**src/rtl/core_pkg.sv**
```systemverilog
// core_pkg: shared widths, reset PC and fetch-queue slot type
package core_pkg;
  localparam int DEF_XLEN = 32;
  localparam logic [DEF_XLEN-1:0] DEF_RESET_PC = 32'h0000_0000;
  localparam int INSTR_WIDTH = 32;
  typedef struct packed {
    logic [DEF_XLEN-1:0] pc;
    logic [INSTR_WIDTH-1:0] instr;
    logic filled;
  } fetch_slot_t;
endpackage

```
**src/rtl/fetch_unit_if.sv**
```systemverilog
// fetch_unit_if: imem request/response, redirect and decode handshake signals
interface fetch_unit_if
  import core_pkg::*;
#(
  parameter int XLEN = DEF_XLEN
);
  logic imem_req_valid;
  logic imem_req_ready;
  logic [XLEN-1:0] imem_req_addr;
  logic imem_resp_valid;
  logic [INSTR_WIDTH-1:0] imem_resp_data;
  logic pred_redirect_valid;
  logic [XLEN-1:0] pred_redirect_target;
  logic ex_redirect_valid;
  logic [XLEN-1:0] ex_redirect_target;
  logic if_valid;
  logic if_ready;
  logic [INSTR_WIDTH-1:0] if_instr;
  logic [XLEN-1:0] if_pc;
  modport master (
    output imem_req_valid, imem_req_addr, if_valid, if_instr, if_pc,
    input imem_req_ready, imem_resp_valid, imem_resp_data, pred_redirect_valid,
    pred_redirect_target, ex_redirect_valid, ex_redirect_target, if_ready
  );
  modport slave (
    input imem_req_valid, imem_req_addr, if_valid, if_instr, if_pc,
    output imem_req_ready, imem_resp_valid, imem_resp_data, pred_redirect_valid,
    pred_redirect_target, ex_redirect_valid, ex_redirect_target, if_ready
  );
endinterface

```
**src/rtl/fetch_queue.sv**
```systemverilog
// fetch_queue: in-order slot ring with separate alloc/fill/head pointers and flush
module fetch_queue
  import core_pkg::*;
#(
  parameter int DEPTH = 4,
  localparam int AW = $clog2(DEPTH)
) (
  input logic clk,
  input logic reset,
  input logic i_flush,
  input logic i_alloc,
  input logic [DEF_XLEN-1:0] i_alloc_pc,
  input logic i_fill,
  input logic [INSTR_WIDTH-1:0] i_fill_instr,
  input logic i_pop,
  output fetch_slot_t o_head,
  output logic [AW:0] o_count,
  output logic [AW:0] o_pend
);
  fetch_slot_t r_slots [DEPTH];
  logic [AW-1:0] r_alloc, r_fill, r_head;
  logic [AW:0] r_count, r_pend;
  assign o_head = r_slots[r_head];
  assign o_count = r_count;
  assign o_pend = r_pend;
  always_ff @(posedge clk or posedge reset)
    if (reset) begin
      for (int i = 0; i < DEPTH; i++) r_slots[i] <= '0;
      r_alloc <= '0;
      r_fill <= '0;
      r_head <= '0;
      r_count <= '0;
      r_pend <= '0;
    end else if (i_flush) begin
      for (int i = 0; i < DEPTH; i++) r_slots[i].filled <= 1'b0;
      r_alloc <= '0;
      r_fill <= '0;
      r_head <= '0;
      r_count <= '0;
      r_pend <= '0;
    end else begin
      if (i_alloc) begin
        r_slots[r_alloc].pc <= i_alloc_pc;
        r_slots[r_alloc].filled <= 1'b0;
      end
      if (i_fill) begin
        r_slots[r_fill].instr <= i_fill_instr;
        r_slots[r_fill].filled <= 1'b1;
      end
      if (i_pop) r_slots[r_head].filled <= 1'b0;
      r_alloc <= r_alloc + AW'(i_alloc);
      r_fill <= r_fill + AW'(i_fill);
      r_head <= r_head + AW'(i_pop);
      r_count <= r_count + (AW+1)'(i_alloc) - (AW+1)'(i_pop);
      r_pend <= r_pend + (AW+1)'(i_alloc) - (AW+1)'(i_fill);
    end
endmodule

```
**src/rtl/fetch_unit.sv**
```systemverilog
// fetch_unit: PC, in-order imem request issue, redirect priority and stale-response dropping
module fetch_unit
  import core_pkg::*;
#(
  parameter int XLEN = DEF_XLEN,
  parameter logic [XLEN-1:0] RESET_PC = DEF_RESET_PC,
  parameter int FQ_DEPTH = 4,
  localparam int AW = $clog2(FQ_DEPTH)
) (
  input logic clk,
  input logic reset,
  fetch_unit_if.master bus
);
  logic [XLEN-1:0] r_pc, w_target;
  logic [AW:0] r_drop, w_count, w_pend;
  fetch_slot_t w_head;
  logic w_redirect, w_req_valid, w_fire, w_drop_hit, w_fill, w_pop;
  assign w_redirect = bus.ex_redirect_valid || bus.pred_redirect_valid;
  assign w_target = bus.ex_redirect_valid ? bus.ex_redirect_target : bus.pred_redirect_target;
  // in-flight = live pending + stale; keeping it below FQ_DEPTH bounds drop_count too
  assign w_req_valid = !reset && !w_redirect && (w_count < (AW+1)'(FQ_DEPTH)) &&
                       ((AW+2)'(w_pend) + (AW+2)'(r_drop) < (AW+2)'(FQ_DEPTH));
  assign w_fire = w_req_valid && bus.imem_req_ready;
  assign w_drop_hit = bus.imem_resp_valid && (r_drop != '0);
  assign w_fill = bus.imem_resp_valid && !w_drop_hit;
  assign w_pop = w_head.filled && bus.if_ready;
  assign bus.imem_req_valid = w_req_valid;
  assign bus.imem_req_addr = {r_pc[XLEN-1:2], 2'b00};
  assign bus.if_valid = w_head.filled;
  assign bus.if_instr = w_head.instr;
  assign bus.if_pc = w_head.pc;
  always_ff @(posedge clk or posedge reset)
    if (reset) begin
      r_pc <= RESET_PC;
      r_drop <= '0;
    end else begin
      r_pc <= w_redirect ? {w_target[XLEN-1:2], 2'b00} : w_fire ? r_pc + XLEN'(4) : r_pc;
      r_drop <= w_redirect ? r_drop + w_pend - (AW+1)'(bus.imem_resp_valid) : r_drop - (AW+1)'(w_drop_hit);
    end
  fetch_queue #(.DEPTH(FQ_DEPTH)) u_fq (
    .clk(clk),
    .reset(reset),
    .i_flush(w_redirect),
    .i_alloc(w_fire),
    .i_alloc_pc({r_pc[XLEN-1:2], 2'b00}),
    .i_fill(w_fill),
    .i_fill_instr(bus.imem_resp_data),
    .i_pop(w_pop),
    .o_head(w_head),
    .o_count(w_count),
    .o_pend(w_pend)
  );
endmodule

```
**src/flat_wrapper.sv**
```systemverilog
// flat-port wrapper written by rule: the top's interface ports become plain ports
module fetch_unit_flat import core_pkg::*;
#(
  parameter int XLEN = DEF_XLEN,
  parameter logic [XLEN-1:0] RESET_PC = DEF_RESET_PC,
  parameter int FQ_DEPTH = 4,
  localparam int AW = $clog2(FQ_DEPTH)
)
  (clk, reset, bus_imem_req_valid, bus_imem_req_addr, bus_if_valid, bus_if_instr, bus_if_pc, bus_imem_req_ready, bus_imem_resp_valid, bus_imem_resp_data, bus_pred_redirect_valid, bus_pred_redirect_target, bus_ex_redirect_valid, bus_ex_redirect_target, bus_if_ready);
  fetch_unit_if #(.XLEN(XLEN)) bus_i ();
  input logic clk;
  input logic reset;
  output wire logic [$bits(bus_i.imem_req_valid)-1:0] bus_imem_req_valid;
  output wire logic [$bits(bus_i.imem_req_addr)-1:0] bus_imem_req_addr;
  output wire logic [$bits(bus_i.if_valid)-1:0] bus_if_valid;
  output wire logic [$bits(bus_i.if_instr)-1:0] bus_if_instr;
  output wire logic [$bits(bus_i.if_pc)-1:0] bus_if_pc;
  input wire logic [$bits(bus_i.imem_req_ready)-1:0] bus_imem_req_ready;
  input wire logic [$bits(bus_i.imem_resp_valid)-1:0] bus_imem_resp_valid;
  input wire logic [$bits(bus_i.imem_resp_data)-1:0] bus_imem_resp_data;
  input wire logic [$bits(bus_i.pred_redirect_valid)-1:0] bus_pred_redirect_valid;
  input wire logic [$bits(bus_i.pred_redirect_target)-1:0] bus_pred_redirect_target;
  input wire logic [$bits(bus_i.ex_redirect_valid)-1:0] bus_ex_redirect_valid;
  input wire logic [$bits(bus_i.ex_redirect_target)-1:0] bus_ex_redirect_target;
  input wire logic [$bits(bus_i.if_ready)-1:0] bus_if_ready;
  assign bus_imem_req_valid = bus_i.imem_req_valid;
  assign bus_imem_req_addr = bus_i.imem_req_addr;
  assign bus_if_valid = bus_i.if_valid;
  assign bus_if_instr = bus_i.if_instr;
  assign bus_if_pc = bus_i.if_pc;
  assign bus_i.imem_req_ready = bus_imem_req_ready;
  assign bus_i.imem_resp_valid = bus_imem_resp_valid;
  assign bus_i.imem_resp_data = bus_imem_resp_data;
  assign bus_i.pred_redirect_valid = bus_pred_redirect_valid;
  assign bus_i.pred_redirect_target = bus_pred_redirect_target;
  assign bus_i.ex_redirect_valid = bus_ex_redirect_valid;
  assign bus_i.ex_redirect_target = bus_ex_redirect_target;
  assign bus_i.if_ready = bus_if_ready;
  fetch_unit #(.XLEN(XLEN), .RESET_PC(RESET_PC), .FQ_DEPTH(FQ_DEPTH)) u_core (.clk(clk), .reset(reset), .bus(bus_i));
endmodule
```
**config.mk**
```make
export PLATFORM = sky130hd
export DESIGN_NAME = fetch_unit_flat
export DESIGN_NICKNAME = d
export VERILOG_FILES = /design/src/rtl/core_pkg.sv /design/src/rtl/fetch_unit_if.sv /design/src/rtl/fetch_queue.sv /design/src/rtl/fetch_unit.sv /design/src/flat_wrapper.sv
export SDC_FILE = /design/constraint.sdc
export NUM_CORES = 1
export LEC_CHECK = 0
export ABC_AREA = 0
export BUFFER_PORTS_ARGS = -buffer_cell sky130_fd_sc_hd__buf_2
export CAP_MARGIN = 20
export CORE_ASPECT_RATIO = 1.5
export CORE_MARGIN = 1.5
export CORE_UTILIZATION = 50
export DETAILED_ROUTE_END_ITERATION = 8
export PLACE_DENSITY = 0.71
export SYNTH_ARGS = -nofsm -noshare
export SYNTH_HDL_FRONTEND = slang
export SYNTH_SLANG_ARGS = --single-unit
```
**constraint.sdc**
```tcl
create_clock -name clk -period 11.9 [get_ports clk]
set_input_delay 0.595 -clock clk [delete_from_list [all_inputs] [get_ports clk]]
set_output_delay 0.595 -clock clk [all_outputs]
set_load 0.005 [all_outputs]
```
==> metrics.csv <==
metric,value,unit
grt_pass1_vias,9345,
ys_warn_count,0,
grt_max_degree,174,
hp-class,input port to flop,
synth-async-reset-ratio,1.00,
setup_ws,8310,ps
critPathKind,flop to primary output,
antenna_cells,0,
dr.pass1.iters,4,
drc,0,
cts_buffers,29,
die_area,0.0299,mm²
timing.rr.start,u_core.u_fq.r_head[0],
coreArea,0.0285,mm²
synth_edf_count,0,
yosysUniqueCellTypes,67,
r2r-end,u_core.u_fq.o_count[2],
wl,31600,µm
final_cell_count_no_fill,1543,
h-tree-depth,1,
power,2.77,mW
syn_area,0.0144,mm²
dp_slack,8500,ps
clock_sinks,305,
fin_crit,3590,ps
post-place-cells,1491,
timing_hold_violations_final,0,
place.port_buffers,194,
ant_nets,0,
ys.flop_type,dfrtp_1,
tns,0,ps
antenna_found_initial,0,
min_period_over_period,0.302,
dpl.hpwl,20100,µm
cts_setup_buffers,0,
crit_path_max_fanout,38,
dieHeight,211,µm
postCtsHoldBufs,0,
cp.arrival,3000,ps
multi_input_area,0.00632,mm²
min_path_cells,3,
relSlewSlack,0.263,
min_from,bus_ex_redirect_target[24],
status,"finished, final reports clean",
cts_tree,built,
rsz0062_at_grt,no,
register_area,0.00764,mm²
nFillCells,2317,
num_rows,76,
holdPathEnd,u_core.r_pc[24],
grt-ovfl-total,0,
initial_core_util,0.505,
grt_first_pass_wirelength,50800,µm
stdcell_area,0.0165,mm²
postLayoutCoreUtil,0.580,
worstMarginPinSlew,1110,ps
drt_iter0_drc,366,
clock_skew,13.8,ps
slew_violations,0,
ir_drop,0.101,mV
fin_nets,1292,
syn_avg_cell_area,14.3,µm²
clock_latency,560,ps
worst_r2r_path_depth,11,
cap_violations,0,
yosysSeqAreaShare,0.529,
p_leak,7.89,nW
hold_slack,252,ps
io_pins,201,
routedWlPerCell,20.4,µm
gp_congestion,0.846,
fp.dieW,142,µm
clk_pin_slew,60,ps
synth-seq-cells,305,
setup_violations,0,
drive_gt1_frac,0.479,
fmax,278,MHz
ff2ff_setup_slack,8700,ps
syn_to_final_growth,14.8,%
cts_resized,0,
cts_root_buf,clkbuf_16,
cts_buffer_depth,3,
avgViaCountPerCell,5.81,
synthCells,1011,
globalRouteTotalUtil,0.217,
via_count,8972,
placed_cell_area,0.0155,mm²
end_kind,primary output,
power_density,167,mW/mm²
required,11310,ps
startpoint_type,flop,
## Yosys cell counts, types with 14 or more instances
cell type,number,share of area
nor2_1,26,0.0068
mux2_1,17,0.013
inv_1,24,0.0062
clkbuf_1,25,0.0065
buf_2,24,0.0083
mux2_2,224,0.17
o21ai_0,24,0.0083
ha_1,15,0.013
mux4_2,65,0.10
xnor2_1,17,0.010
dfrtp_1,305,0.53
a21oi_1,24,0.0083
nand2_1,37,0.0096
buf_4,14,0.0073
## kinds of logic after synthesis
logic type,synth area share
xor+xnor,0.0146
flops,0.529
other cells,0.000260
fa+ha+maj,0.0172
buf+inv,0.0345
simple gates,0.0627
mux,0.293
compound gates,0.0489
## worst max-delay path by stage
stage / slack [ps] / depth (start not counted) / to / start
detailed placement: 8500 / 6 / flop / bus_ex_redirect_valid
global route: 8070 / 3 / bus_if_instr[2] / u_core.u_fq.r_head[0]
CTS: 8180 / 3 / bus_if_instr[2] / u_core.u_fq.r_head[0]
global placement: 8560 / 6 / flop / bus_ex_redirect_valid
finish: 8310 / 3 / bus_if_instr[2] / u_core.u_fq.r_head[0]
floorplan: 2870 / 1 / asynchronous set/reset pin / reset
## critical path: stages (launching register included)
cell and delay (ps):
dfrtp_4 960, buf_4 680, mux4_2 610, buf_2 150
## routing by layer
layer | up-vias | global-route usage | part of all wire
met4 | 0 | 0.0604 | 0.019
met3 | 36 | 0.0326 | 0.055
met2 | 269 | 0.374 | 0.51
met1 | 4636 | 0.285 | 0.42
li1 | 4031 | - | -
met5 | - | 0 | 0
## cells in the final DEF (no fill, tap or decap), types with 4 or more instances in the layout
cell	netlist	layout
nand4_1	6	6
o22ai_1	5	5
clkbuf_16	0	29
a21oi_1	24	24
clkbuf_1	25	4
nor4_2	4	4
and3_1	6	5
o21ai_0	24	24
o31ai_1	4	4
nand3_1	11	10
nor3_1	5	5
mux2_2	224	224
nor2_1	26	25
a22oi_1	6	6
a22o_1	4	4
a31oi_1	5	5
mux2_1	17	17
dfrtp_1	305	303
a2bb2oi_1	5	5
bufinv_16	0	4
mux4_2	65	65
mux2i_1	4	4
buf_2	24	194
a211oi_1	4	4
ha_1	15	15
nand2_1	37	37
nor2b_1	11	11
inv_1	24	23
and4_1	6	6
xnor2_1	17	17
buf_4	14	7
clkinv_2	0	5
xor2_1	7	7
clkbuf_8	0	7
and2_1	10	10
## cell type report
cell class,count,share of cell area
sequential,305,0.462
multi-input combinational,608,0.382
timing repair buffer,202,0.0631
clock buffer,40,0.0506
tap,351,0.0265
clock inverter,12,0.0102
inverter,25,0.00612
## where the power goes
group | total (mW) | leakage (nW) | switching [mW] | internal (mW)
combinational | 0.541 | 3.30 | 0.228 | 0.313
clock | 0.972 | 0.493 | 0.396 | 0.576
sequential | 1.25 | 4.10 | 0.0889 | 1.16
No activity file was read; power rests on OpenSTA's default activity.
